`config.mk`:
```
export PLATFORM = sky130hd
export DESIGN_NAME = seg7_time_display_flat
export DESIGN_NICKNAME = d
export VERILOG_FILES = /design/src/rtl/seg7_time_display_if.sv /design/src/rtl/seg7_time_display.sv /design/src/flat_wrapper.sv
export SDC_FILE = /design/constraint.sdc
export NUM_CORES = 1
export LEC_CHECK = 0
export ABC_AREA = 1
export BUFFER_PORTS_ARGS = -buffer_cell sky130_fd_sc_hd__buf_4
export CAP_MARGIN = 25
export CORE_ASPECT_RATIO = 2
export CORE_MARGIN = 1.5
export CORE_UTILIZATION = 40
export CTS_BUF_LIST = sky130_fd_sc_hd__clkbuf_8
export DETAILED_ROUTE_END_ITERATION = 7
export PLACE_DENSITY_LB_ADDON = 0.1
export SETUP_SLACK_MARGIN = 0.5
export SYNTH_ARGS = -nofsm -noshare
export SYNTH_HDL_FRONTEND = slang
export SYNTH_SLANG_ARGS = --single-unit
export TNS_END_PERCENT = 1
```
`constraint.sdc`:
```
create_clock -name clk -period 3.3 [get_ports clk]
set_input_delay 0.165 -clock clk [delete_from_list [all_inputs] [get_ports clk]]
set_output_delay 0.165 -clock clk [all_outputs]
set_load 0.05 [all_outputs]
```
`src/rtl/seg7_time_display_if.sv`:
```
// Bundles the time inputs and the multiplexed 7-segment outputs of seg7_time_display.
// The master side drives sec/min/hr; the slave side (the display) drives the digit outputs.
interface seg7_time_display_if;
    logic [5:0] sec;
    logic [5:0] min;
    logic [4:0] hr;
    logic [5:0] an;
    logic [6:0] seg;
    logic       dp;
    logic       frame_start;

    modport master (output sec, min, hr, input an, seg, dp, frame_start);
    modport slave  (input sec, min, hr, output an, seg, dp, frame_start);
endinterface

```
`src/rtl/seg7_time_display.sv`:
```
// Six-digit multiplexed HH:MM:SS display with per-frame input snapshot,
// blinking colon on the decimal points and an anti-ghosting blank window.
module seg7_time_display #(
    parameter int DIGIT_TICKS  = 100000,
    parameter int BLANK_CYCLES = 4,
    parameter bit HR_LZ_BLANK  = 1'b0
) (
    input logic           clk,
    input logic           rst,
    seg7_time_display_if.slave bus
);
    localparam int TW = $clog2(DIGIT_TICKS);

    logic [TW-1:0] tick;
    logic [2:0]    digit;
    logic [5:0]    sec_s;
    logic [5:0]    min_s;
    logic [4:0]    hr_s;

    logic [5:0] field;
    logic       field_bad;
    logic [3:0] bcd;
    logic       blank;
    logic [5:0] an_nx;
    logic [6:0] seg_nx;
    logic       dp_nx;

    function automatic logic [6:0] seg_code(input logic [3:0] v);
        logic [6:0] c;
        case (v)
            4'd0:    c = 7'b1000000;
            4'd1:    c = 7'b1111001;
            4'd2:    c = 7'b0100100;
            4'd3:    c = 7'b0110000;
            4'd4:    c = 7'b0011001;
            4'd5:    c = 7'b0010010;
            4'd6:    c = 7'b0000010;
            4'd7:    c = 7'b1111000;
            4'd8:    c = 7'b0000000;
            4'd9:    c = 7'b0010000;
            default: c = 7'b1111111;
        endcase
        return c;
    endfunction

    // Next-cycle digit outputs, derived from the pre-edge scan position and shadows.
    always_comb begin
        field     = '0;
        field_bad = 1'b0;
        case (digit)
            3'd0, 3'd1: begin
                field     = sec_s;
                field_bad = sec_s > 6'd59;
            end
            3'd2, 3'd3: begin
                field     = min_s;
                field_bad = min_s > 6'd59;
            end
            default: begin
                field     = {1'b0, hr_s};
                field_bad = hr_s > 5'd23;
            end
        endcase

        bcd    = digit[0] ? 4'(field / 6'd10) : 4'(field % 6'd10);
        blank  = tick < TW'(BLANK_CYCLES);
        an_nx  = ~(6'd1 << digit);
        seg_nx = field_bad ? 7'b0111111 : seg_code(bcd);
        dp_nx  = !(((digit == 3'd2) || (digit == 3'd4)) && !sec_s[0]);

        if (HR_LZ_BLANK && (digit == 3'd5) && !field_bad && (hr_s < 5'd10))
            seg_nx = '1;

        if (blank) begin
            an_nx  = '1;
            seg_nx = '1;
            dp_nx  = 1'b1;
        end
    end

    always_ff @(posedge clk) begin
        if (rst) begin
            tick            <= '0;
            digit           <= '0;
            sec_s           <= '0;
            min_s           <= '0;
            hr_s            <= '0;
            bus.an          <= '1;
            bus.seg         <= '1;
            bus.dp          <= 1'b1;
            bus.frame_start <= 1'b0;
        end else begin
            if (tick == TW'(DIGIT_TICKS - 1)) begin
                tick  <= '0;
                digit <= (digit == 3'd5) ? 3'd0 : digit + 3'd1;
            end else begin
                tick <= tick + TW'(1);
            end

            bus.frame_start <= (tick == '0) && (digit == '0);
            if ((tick == '0) && (digit == '0)) begin
                sec_s <= bus.sec;
                min_s <= bus.min;
                hr_s  <= bus.hr;
            end

            bus.an  <= an_nx;
            bus.seg <= seg_nx;
            bus.dp  <= dp_nx;
        end
    end
endmodule

```
`src/flat_wrapper.sv`:
```
// flat-port wrapper written by rule: the top's interface ports become plain ports
module seg7_time_display_flat 
#(
    parameter int DIGIT_TICKS  = 100000,
    parameter int BLANK_CYCLES = 4,
    parameter bit HR_LZ_BLANK  = 1'b0
)
  (clk, rst, bus_sec, bus_min, bus_hr, bus_an, bus_seg, bus_dp, bus_frame_start);
  seg7_time_display_if bus_i ();
  input logic clk;
  input logic rst;
  input wire logic [$bits(bus_i.sec)-1:0] bus_sec;
  input wire logic [$bits(bus_i.min)-1:0] bus_min;
  input wire logic [$bits(bus_i.hr)-1:0] bus_hr;
  output wire logic [$bits(bus_i.an)-1:0] bus_an;
  output wire logic [$bits(bus_i.seg)-1:0] bus_seg;
  output wire logic [$bits(bus_i.dp)-1:0] bus_dp;
  output wire logic [$bits(bus_i.frame_start)-1:0] bus_frame_start;
  assign bus_i.sec = bus_sec;
  assign bus_i.min = bus_min;
  assign bus_i.hr = bus_hr;
  assign bus_an = bus_i.an;
  assign bus_seg = bus_i.seg;
  assign bus_dp = bus_i.dp;
  assign bus_frame_start = bus_i.frame_start;
  seg7_time_display #(.DIGIT_TICKS(DIGIT_TICKS), .BLANK_CYCLES(BLANK_CYCLES), .HR_LZ_BLANK(HR_LZ_BLANK)) u_core (.clk(clk), .rst(rst), .bus(bus_i));
endmodule
```
[Word-level counts from Yosys, hierarchy flattened]
Memories as Yosys holds them, arrays and structs flattened.
Index checks and enable logic that the tools add are counted.
Storage, ports and cells
  input port bits: 19
  flip-flop bits (word level): 52
  word-level logic and storage cells: 44
  bits in read-only memories: 112
  memories: 1
Operators by class
  reductions and logical operators: 12
  shifts and indexed selects: 1
  div/mod/pow operators: 2
  bitwise logic cells: 1
  order comparisons: 4
  multiplexer cells: 5
  add/subtract/negate cells: 2
  equal/unequal tests: 6
Memory list
  (no name shown): depth 16, width 7, read ports 1, clocked after Yosys merged registers in 0, wr ports 0, line seg7_time_display.sv:30  | case (v)
Operators with widths (number)
  adder 17 x 1 -> 17 bit, second input constant: 1
  equality test 17 bit, second input constant: 1
  logical NOT 17 bit: 1
  < comparator 17 x 3 -> 1 bit, second input constant: 1
  > comparator 6 bit, second input constant: 2
  one-hot mux 6 bit (2 select lines): 1
  OR reduction 2 bit: 4
  two-way mux 7 bit: 1
  divider 6 x 4 -> 6 bit, second input constant: 1
  equality test 3 x 2 -> 1 bit, second input constant: 2
  equality test 3 bit, second input constant: 2
  modulo 6 x 4 -> 6 bit, second input constant: 1
  NOT 6 bit: 1
  << shifter 1 x 3 -> 6 bit, first input constant: 1
  > comparator 5 bit, second input constant: 1
  two-way mux 4 bit: 1
  adder 3 x 1 -> 3 bit, second input constant: 1
  equality test 3 x 1 -> 1 bit, second input constant: 1
  logical NOT 3 bit: 1
  two-way mux 3 bit: 1
  OR reduction 3 bit: 1
  logical AND 1 bit: 2
  logical NOT 1 bit: 2
  one-hot mux 1 bit (2 select lines): 1
  logical OR 1 bit: 1

[Longest topological paths before layout]
An unclocked memory read counts as a cell.
  depth in word-level cells: 7
  mapped depth: 32
  depth with buffers taken out: 31

[Worst setup path after synthesis]
OpenSTA, ideal clock, no wires.
  path type: register to register
  start: reg u_core.digit[0]
  end: reg u_core.bus.seg[6]
  library setup time: 122 ps
  data arrival time: 2931 ps
  data required time: 3178 ps
  setup slack: 247 ps
  cell stages (with the launch flop): 29
  cell sequence: dfxtp_1 -> buf_6 -> nand2_1 -> inv_1 -> ha_1 -> inv_1 -> nand2_4 -> nor2_4 -> nand2_2 -> nand2_2 -> inv_1 -> ha_1 -> inv_1 -> nand2_1 -> nand2_1 -> nor2_1 -> o21ai_1 -> nand3_2 -> nand2_4 -> nand2_4 -> o21ai_2 -> inv_1 -> ha_1 -> inv_1 -> nand3_1 -> nand3_1 -> nand2_1 -> nand2_1 -> nand2_1
Between the ends
  cells in the longest elaborated chain, start to end: 7
  elaborated cells on any way between the ends: 13
RTL lines
  start: declaration: line seg7_time_display.sv:15  | logic [2:0] digit;
  start signal: assignment: line seg7_time_display.sv:95  | digit <= (digit == 3'd5) ? 3'd0 : digit + 3'd1;
  equality test 3 x 2 -> 1 bit (tied with other cells): line seg7_time_display.sv:50  | case (digit)
  OR reduction 2 bit: line seg7_time_display.sv:50
  one-hot mux 6 bit (2 select lines): line seg7_time_display.sv:50
  modulo 6 x 4 -> 6 bit or divider 6 x 4 -> 6 bit (tied branches): line seg7_time_display.sv:65  | bcd = digit[0] ? 4'(field / 6'd10) : 4'(field % 6'd10);
  two-way mux 4 bit: line seg7_time_display.sv:65
  memory (16 x 7 bit)
  two-way mux 7 bit (*): line seg7_time_display.sv:68  | seg_nx = field_bad ? 7'b0111111 : seg_code(bcd);
  end signal: assignment: line seg7_time_display.sv:108  | bus.seg <= seg_nx;
  end: declaration: line seg7_time_display_if.sv:13  | modport slave (input sec, min, hr, output an, seg, dp, frame_start);
Every way passes the cells marked *; elsewhere a longest branch is shown, timed or not.
A chain may end at the register's enable or synchronous reset.

[Worst setup path after layout]
Same ends and word-level chain as after synthesis.

==> results_dict.tcl <==
set metrics [dict create \
    outcome "finished clean" \
    period_share_pct 89.65 \
    period_minus_slack_ps 2958 \
    layout.nets 437 \
    clkPwrFrac_pct 20.6 \
    holdPathEnd "u_core.hr_s[0]" \
    hold_class "in -> reg" \
    finalSetupTns_ps 0 \
    layout-drive-gt1-share_pct 34.47 \
    dieArea_mm2 0.007249 \
    hpwl_um 4796 \
    htreeDepth 2 \
    critPathMaxStageDelay_ps 390 \
    syn_avg_cell_area_um2 7.528 \
    area.growth.synth_to_final_pct 28.21 \
    switching_share_pct 36.84 \
    firstDrtPassIters 4 \
    synth_most_common_cell "nand2_1" \
    p_int_w 0.001059 \
    setup_violations 0 \
    r2r-end "u_core.bus.seg[6]" \
    yosysUniqueCellTypes 36 \
    cts-root-buf "clkbuf_8" \
    ios 34 \
    yosysTopAreaCell "dfxtp_1" \
    detail-route-antenna-nets 0 \
    synth_area_mm2 0.002688 \
    cts_made_buffers 5 \
    finClkSkew_ps 9.634 \
    ctsHoldBuffers 0 \
    cts_tree "built" \
    synth-seq-cells 52 \
    ys_top_cells_by_count "nand2_1, dfxtp_1, inv_1, nor2_1, a21oi_1" \
    cp_max_fo 7 \
    grt_antenna_before_repair 0 \
    cp.required_ps 3500 \
    start_util_pct 40.91 \
    die_w_um 60.96 \
    track_usage_pct 19.55 \
    reg2reg_from "u_core.digit[0]" \
    utilization_pct 52.46 \
    via_per_inst 4.855 \
    ys_async_sr_fraction_pct 0 \
    finalHoldViolCount 0 \
    yosys-top-cells-area "dfxtp_1, nand2_1, inv_1, nor2_1, ha_1" \
    p_per_area_mw_per_mm2 486.4 \
    wl_per_cell_um 13.36 \
    fmaxAchievable_mhz 338.0 \
    critPathKind "reg -> reg" \
    cts_buffer_depth 2 \
    numPortBuffers 33 \
    combPwrFrac_pct 39.0 \
    place_ws_ps 118.4 \
    core_mm2 0.006569 \
    setup_slack_ps 341.5 \
    final_max_slew_viol_count 0 \
    leakage_nw 1.430 \
    first_iter_violations 99 \
    antenna_cells 0 \
    num_vias 2413 \
    std_cell_rows 42 \
    place_area_mm2 0.003042 \
    synth-edff-count 0 \
    p_seq_share_pct 40.3 \
    cap_violations 0 \
    r2r_cells 30 \
    cts.sinks 52 \
    fin_area_mm2 0.003446 \
    slew_headroom_pct 30.71 \
    worst_pin_slew_ps 1026 \
    die_h_um 118.9 \
    rsz0062_at_grt "true" \
    end_kind "flop" \
    grt_start_max_net_pins 31 \
    rrSetupSlack_ps 340 \
    grt_pass1_vias 2434 \
    clkSlewWorstSetupHoldPaths_ps 90 \
    yosys.area.top_type_share_pct 38.73 \
    syn_inst 357 \
    syn-num-nets 385 \
    worst_ep_arrival_time_ps 3160 \
    cp_slowest_cell "dfxtp_4" \
    synth_flop_cell "dfxtp_1" \
    crit_path_start_kind "flop" \
    postRouteWirelength_um 6642 \
    drc 0 \
    clk_latency_ps 310 \
    switchingPower_w 0.0006174 \
    grt_pass1_wl_um 10640 \
    overflow 0 \
    min_path_cells 3 \
    ir_drop_v 0.0002403 \
    gp_congestion 0.9150 \
    synth_seq_area_share_pct 38.73 \
    synth_warnings 0 \
    nFillCells 669 \
    min_from "bus_hr[0]" \
]
[per-stage QoR]
step | hold WS (ps) | cells | power [W]
finish | 82.85 | 497 | 0.001676
global route | 93.83 | 497 | 0.001780
CTS | 75.09 | 491 | 0.001659
detailed placement | 403.0 | 472 | 0.001185
global placement | 395.1 | 472 | 0.001181
floorplan | 243.5 | 357 | 0.001084
[worst max-delay path by stage]
| stage | endpoint | startpoint | depth (start not counted) | slack, ps |
|---|---|---|---|---|
| floorplan | u_core.bus.seg[3] | u_core.digit[0] | 28 | 380 |
| global placement | u_core.bus.seg[6] | u_core.digit[0] | 25 | 180 |
| detailed placement | u_core.bus.seg[6] | u_core.digit[0] | 28 | 120 |
| CTS | u_core.bus.seg[0] | u_core.digit[0] | 26 | 370 |
| global route | u_core.bus.seg[6] | u_core.digit[2] | 29 | 150 |
| finish | u_core.bus.seg[6] | u_core.digit[0] | 30 | 340 |
[repair_timing]
action / in CTS / in global routing
gates resized for setup: 27 / 16
setup endpoints to repair: 7 / 7
pin swaps: 25 / 13
setup buffers: 12 / 6
[metal layers]
metal	GRT usage (%)	routed length, um	part of all wire, %	vias up
met2	36.90	3918	59	32
met5	0	0	0	-
met3	2.606	140	2.1	16
met4	10.05	249	3.7	0
met1	18.95	2333	35	1107
li1	-	-	-	1258
[power by group through the flow]
stage | clock, W | combinational [W] | sequential [W]
6_report | 0.000346 | 0.000654 | 0.000676
3_3_place_gp | 0 | 0.000490 | 0.000692
5_1_grt | 0.000379 | 0.000721 | 0.000680
3_5_place_dp | 0 | 0.000493 | 0.000692
4_1_cts | 0.000359 | 0.000623 | 0.000677
2_1_floorplan | 0 | 0.000374 | 0.000710
[worst max-delay path: cells and delay by family (launching register included)]
kind,cells,cell delay [ps]
buf+inv,8,420
fa+ha+maj,3,550
simple gates,18,1300
compound gates,1,180
flops,1,390
[cells in the final DEF, fill, tap and decap left out, drive strengths merged]
cell and instances:
o21a 2, o21ai 17, a21oi 18, and2 1
nand3 24, nor3 8, nor3b 2, buf 52
or2 4, dfxtp 52, nand2 76, clkbuf 5
clkinv 2, nor2 47, o311ai 1, a21o 1
a31oi 2, o22ai 3, ha 9, nor4 7
nand4 4, inv 59, a211oi 13
[flip-flops by register name, summed over array words and instances (netlist names)]
name	count
u_core.tick	17
u_core.min_s	6
u_core.digit	3
u_core.bus.dp	1
u_core.hr_s	5
u_core.bus.an	6
u_core.bus.seg	7
u_core.bus.frame_start	1
u_core.sec_s	6
[logic make-up after synthesis]
logic type,Yosys count,share of synthesized area [%]
AOI/OAI and AO/OA,57,14.29
adders and majority gates,9,4.190
buffers and inverters,66,9.777
DFF,52,38.73
and+or+nand+nor,173,33.01
[layout make-up]
cell class | count | area, um^2 | share of cell area (%)
inverter | 59 | 244.0 | 7.081
multi-input combinational | 239 | 1562 | 45.32
sequential | 52 | 1050 | 30.46
clock buffer | 5 | 68.82 | 1.997
tap | 88 | 110.1 | 3.195
timing repair buffer | 52 | 402.9 | 11.69
clock inverter | 2 | 8.758 | 0.2542
Note: power is estimated with default switching activity, not from simulation.
